==> config.mk <==
export PLATFORM = sky130hd
export DESIGN_NAME = fifo_stream_reader
export DESIGN_NICKNAME = d
export VERILOG_FILES = /design/src/rtl/fifo_stream_reader.sv
export SDC_FILE = /design/constraint.sdc
export NUM_CORES = 1
export LEC_CHECK = 0
export CORE_MARGIN = 10
export CORE_UTILIZATION = 45
export CTS_CLUSTER_SIZE = 28
export DETAILED_ROUTE_END_ITERATION = 10
export PLACE_DENSITY = 0.8
export SYNTH_ARGS = -nofsm -noshare
export SYNTH_HDL_FRONTEND = slang
export SYNTH_SLANG_ARGS = --single-unit
==> constraint.sdc <==
create_clock -name clk -period 2.5 [get_ports clk]
set_input_delay 0.625 -clock clk [delete_from_list [all_inputs] [get_ports clk]]
set_output_delay 0.625 -clock clk [all_outputs]
set_load 0.02 [all_outputs]
==> src/rtl/fifo_stream_reader.sv <==
// Drains a show-ahead FIFO read port into a registered valid/ready stream.
// A two-entry skid buffer keeps full throughput without an i_ready -> o_fifo_rden path.
module fifo_stream_reader #(
  parameter int DATA_W = 8,
  parameter int CNT_W  = 16
) (
  input  logic              clk,
  input  logic              rstn,
  input  logic              i_fifo_empty,
  input  logic [DATA_W-1:0] i_fifo_rddata,
  output logic              o_fifo_rden,
  output logic              o_valid,
  output logic [DATA_W-1:0] o_data,
  input  logic              i_ready,
  input  logic              i_flush,
  output logic [1:0]        o_level,
  output logic [CNT_W-1:0]  o_count
);

  typedef enum logic [1:0] {
    ST_EMPTY = 2'd0,
    ST_ONE   = 2'd1,
    ST_TWO   = 2'd2
  } state_e;

  state_e              cnt_q, cnt_d;
  logic [DATA_W-1:0]   h0_q, h0_d;
  logic [DATA_W-1:0]   h1_q, h1_d;
  logic [CNT_W-1:0]    count_q, count_d;
  logic                push_s;
  logic                take_s;

  // The pop request depends only on state, empty and flush so downstream ready never reaches the FIFO.
  assign o_fifo_rden = rstn & ~i_fifo_empty & ~i_flush & (cnt_q != ST_TWO);
  assign push_s      = o_fifo_rden;
  assign o_valid     = (cnt_q != ST_EMPTY);
  assign take_s      = o_valid & i_ready;
  assign o_data      = h0_q;
  assign o_level     = cnt_q;
  assign o_count     = count_q;

  // Next-state for the skid buffer and the delivered-word counter.
  always_comb begin
    cnt_d   = cnt_q;
    h0_d    = h0_q;
    h1_d    = h1_q;
    if (take_s) begin
      count_d = count_q + {{(CNT_W-1){1'b0}}, 1'b1};
    end else begin
      count_d = count_q;
    end
    if (i_flush) begin
      cnt_d = ST_EMPTY;
    end else begin
      case (cnt_q)
        ST_EMPTY: begin
          if (push_s) begin
            cnt_d = ST_ONE;
            h0_d  = i_fifo_rddata;
          end else begin
            cnt_d = ST_EMPTY;
          end
        end
        ST_ONE: begin
          if (push_s && take_s) begin
            h0_d = i_fifo_rddata;
          end else if (push_s) begin
            cnt_d = ST_TWO;
            h1_d  = i_fifo_rddata;
          end else if (take_s) begin
            cnt_d = ST_EMPTY;
          end else begin
            cnt_d = ST_ONE;
          end
        end
        ST_TWO: begin
          if (take_s) begin
            cnt_d = ST_ONE;
            h0_d  = h1_q;
          end else begin
            cnt_d = ST_TWO;
          end
        end
        default: begin
          cnt_d = ST_EMPTY;
        end
      endcase
    end
  end

  // State registers with synchronous active-low reset.
  always_ff @(posedge clk) begin
    if (!rstn) begin
      cnt_q   <= ST_EMPTY;
      h0_q    <= {DATA_W{1'b0}};
      h1_q    <= {DATA_W{1'b0}};
      count_q <= {CNT_W{1'b0}};
    end else begin
      cnt_q   <= cnt_d;
      h0_q    <= h0_d;
      h1_q    <= h1_d;
      count_q <= count_d;
    end
  end

endmodule
==> results.txt <==
- Required time reported for the critical path endpoint: between 1500 and 2000 ps
- Clock H-tree levels: 2
* Start-to-end type of the worst setup path: reg2out
- By count the netlist is led by 34 x sky130_fd_sc_hd__dfxtp_1, 24 x sky130_fd_sc_hd__nor2_1, 20 x sky130_fd_sc_hd__mux2i_1.
- The cell area that synthesis handed to floorplanning was 1599 sq um.
* Routed wirelength normalized by instance count: 14.59 microns
- During placement, the flow inserted port buffers numbering 40.
- For this design the top-level I/O count stands at between 40 and 50.
* Maximum fanout encountered on the critical timing path: 6
- Clock-pin slew was measured on the worst setup and hold paths at approximately 100 ps.
- Yosys reg bits: 34
* Capturing element type of the critical path: output port
* Final count of negative-setup-slack endpoints: 0
- The routed design has 3.763 mm of wire.
* TritonCTS Sinks: 34
* Final clock skew: around 5.3 ps
- Post-detailed-placement cell area: 2044 sq um
- The worst setup path is launched from a flop.
- Avg Synthesized Cell Area: about 9.6 sq um
- Sequential cell fraction of total power: 55.8%
* All-layer global routing usage: approximately an eighth
* Clock network latency to the later pin of the worst-skew pair: 330 ps
- The worst-case IR drop observed on VDD is 0.0003072 V.
- After technology mapping, the gate count stands at 167.
- Sequential cells were found to cover 42.57% of the synthesized design area.
- The tool flagged a number of max-cap violations equal to 0.
- DR vias/cell: 5.190
- Measured along the x axis, the die boundary spans roughly 80 microns.
* Power per cell area: 475.3 nW/um^2
- At the end of the flow, the number of nets in the layout was 225.
- The synthesized netlist contains 33 unique library cells.
- In this run the critical register-to-register path is launched from o_level[0]$_SDFFE_PP0P_.
- Number of setup buffers added after CTS: 0
* Core Box Area: between 3000 and 4000 sq um
- Summed over all nets, the switching power comes to 250.0 uW.
* Tcrit/Tclk final: 94.39%
- The number of antenna diodes in the final layout is 0.
* Remaining max-slew budget at the tightest pin: between 60 and 70%
* Fraction of power consumed by combinational cells: 12.6%
- Leading cell type by number of instances after synthesis: sky130_fd_sc_hd__dfxtp_1
* Antenna violations before repair: 0
- Wire length of the first global-routing pass: 6.693 mm
* Number of buffers created by CTS: 5
* P_leak: 0.0008782 uW
* Kind of path behind the tightest hold check: reg2reg
- The run finished with clean final reports.
* Arr. time, crit path: between 1500 and 2000 ps
* Cell types occupying the most area after synthesis: sky130_fd_sc_hd__dfxtp_1 43%, sky130_fd_sc_hd__mux2i_1 13%, sky130_fd_sc_hd__a211oi_2 6.3%
- Setup_tns: 0 ps
- TritonCTS clock tree: done
- Proportion of netlist area held by the largest area contributor: 42.57%
* Synthesized netlist net count: roughly 180
- Origin of the worst setup path: o_level[1]$_SDFFE_PP0P_
- Final count of hold timing violations: 0
- For the finished layout, the period the worst path requires is 2360 ps.
- Yosys top cell by area: sky130_fd_sc_hd__dfxtp_1
- Die Ht: 79.61 microns
- The count of nets left with antenna violations once routing finished came out at 0.
- For this run the aggregate overflow at the end of global routing stands at 0.
* First-pass DRT Iterations: 4
- Highest attainable clock frequency: 423.8 MHz
* Transition time of the tightest slew-check pin: around 500 ps
- The post-route netlist has 14.62% of its cells at a drive strength greater than 1.
- Maximum root-to-sink buffer count: 2
- Top FF cell, synth: sky130_fd_sc_hd__dfxtp_1
- From synthesis to final layout, the design area changed by 31.53%.
* Row count: 21
* Number of max-slew violations in the final report: 0
- After layout, the design draws a total of around 1000 uW.
- RSZ-0062 raised after global routing: false
* Post-DP HPWL: 2.830 mm
- With fillers left out, the area of the finished cells amounts to 2103 sq um.
- For this run, design rule violations remaining after detail routing come to 0.
* Cell chosen for the clock root: sky130_fd_sc_hd__clkbuf_4
- The startpoint identified for the worst hold timing path is o_count[15]$_SDFFE_PN0P_.
- At the end of routability-driven placement, the weighted congestion stood at approximately 0.72.
- Final hold analysis gives a worst-case slack of 484.6 ps.
* Clock power frac: 31.6%
- In this run, the number of DRC markers left after iteration 0 of detailed routing was 62.
- The via count of the first global-routing pass is 1448.
* Post-synthesis async set-or-reset flop share: 0%
- In this run switching power makes up roughly a quarter of total power.
- Internal cell power: approximately 750 uW
- Yosys printed 0 warnings.
- Total Die Area: around 6300 sq um
- Count of flip-flops with a built-in enable after synthesis: 0
* Number of buffers inserted by hold repair at cts: 0
* Maximum number of pins on one net before global-route repair: 17
- For this configuration, the core starts out at a cell density of 47.18%.
- DR vias: between 1000 and 1500
==> critical path, stage by stage (launching register included) <==
cell and delay (ps):
sky130_fd_sc_hd__dfxtp_1 370, sky130_fd_sc_hd__buf_4 170, sky130_fd_sc_hd__or2_2 310, sky130_fd_sc_hd__clkdlybuf4s50_1 550
==> through the flow <==
stage	worst slack [ps]	instances	util, %
after floorplan	330.0	167	-
after global placement	-96.45	250	60.32
after detailed placement	-83.16	250	60.32
after CTS	129.0	258	62.05
after global routing	67.83	258	62.05
final	140.4	258	62.05
==> power groups by stage <==
stage	Sequential (uW)	Clock (uW)	Combinational [uW]
after floorplan	579	0	63.7
after global placement	570	0	124
after detailed placement	570	0	128
after CTS	558	323	128
after global routing	559	353	137
final	558	316	126
==> kinds of logic after synthesis <==
| logic type | share of synthesized area, % |
|---|---|
| compound gates | 13.07 |
| xor+xnor | 6.573 |
| fa+ha+maj | 0.7823 |
| buf+inv | 5.476 |
| flops | 42.57 |
| mux | 12.52 |
| simple gates | 19.02 |
==> worst paths after layout <==
kind	cells after the start	slack (ps)	to
worst max-delay path	3	140	o_valid
worst min register to register	2	480	o_count[15]$_SDFFE_PN0P_
worst max register to register	5	900	o_count[13]$_SDFFE_PN0P_
worst min-delay path	2	480	o_count[15]$_SDFFE_PN0P_
==> layout make-up <==
class | count | area (sq um)
Tap cell | 46 | 57.56
Sequential cell | 34 | 680.7
Clock buffer | 7 | 55.05
Inverter | 4 | 15.01
Clock inverter | 1 | 5.005
Timing Repair Buffer | 48 | 459.2
Fill cell | 287 | 1286
Multi-Input combinational cell | 118 | 830.8
==> state kept, by name, summed over array words and instances (netlist names) <==
signal   count
h1_q         8
o_count     16
o_data       8
o_level      2
==> timing repair <==
| action | 4_1_cts | 5_1_grt |
|---|---|---|
| resized for setup | 1 | 0 |
| endpoints found under the hold margin | 0 | 0 |
| endpoints found under the setup margin | 1 | 0 |
==> cell usage in the layout, fill, tap and decap left out, types with 3 or more instances in the layout <==
cell,n
sky130_fd_sc_hd__nand2b_1,3
sky130_fd_sc_hd__nor3_1,6
sky130_fd_sc_hd__mux2i_1,20
sky130_fd_sc_hd__nor2_1,24
sky130_fd_sc_hd__a21oi_1,11
sky130_fd_sc_hd__a211oi_2,8
sky130_fd_sc_hd__nand2_1,6
sky130_fd_sc_hd__nand3_1,6
sky130_fd_sc_hd__clkdlybuf4s50_1,39
sky130_fd_sc_hd__inv_1,4
sky130_fd_sc_hd__clkbuf_4,5
sky130_fd_sc_hd__xor2_1,4
sky130_fd_sc_hd__dfxtp_1,34
sky130_fd_sc_hd__nand4_1,3
sky130_fd_sc_hd__xnor2_1,8
sky130_fd_sc_hd__buf_4,8
sky130_fd_sc_hd__nor4_1,4
==> metal layers <==
layer	track usage (%)	share of wire [%]
met4	4.839	1.4
met3	6.419	10
met2	22.09	48
met1	13.11	41
met5	0	0
No activity file was read; power rests on OpenSTA's default activity.
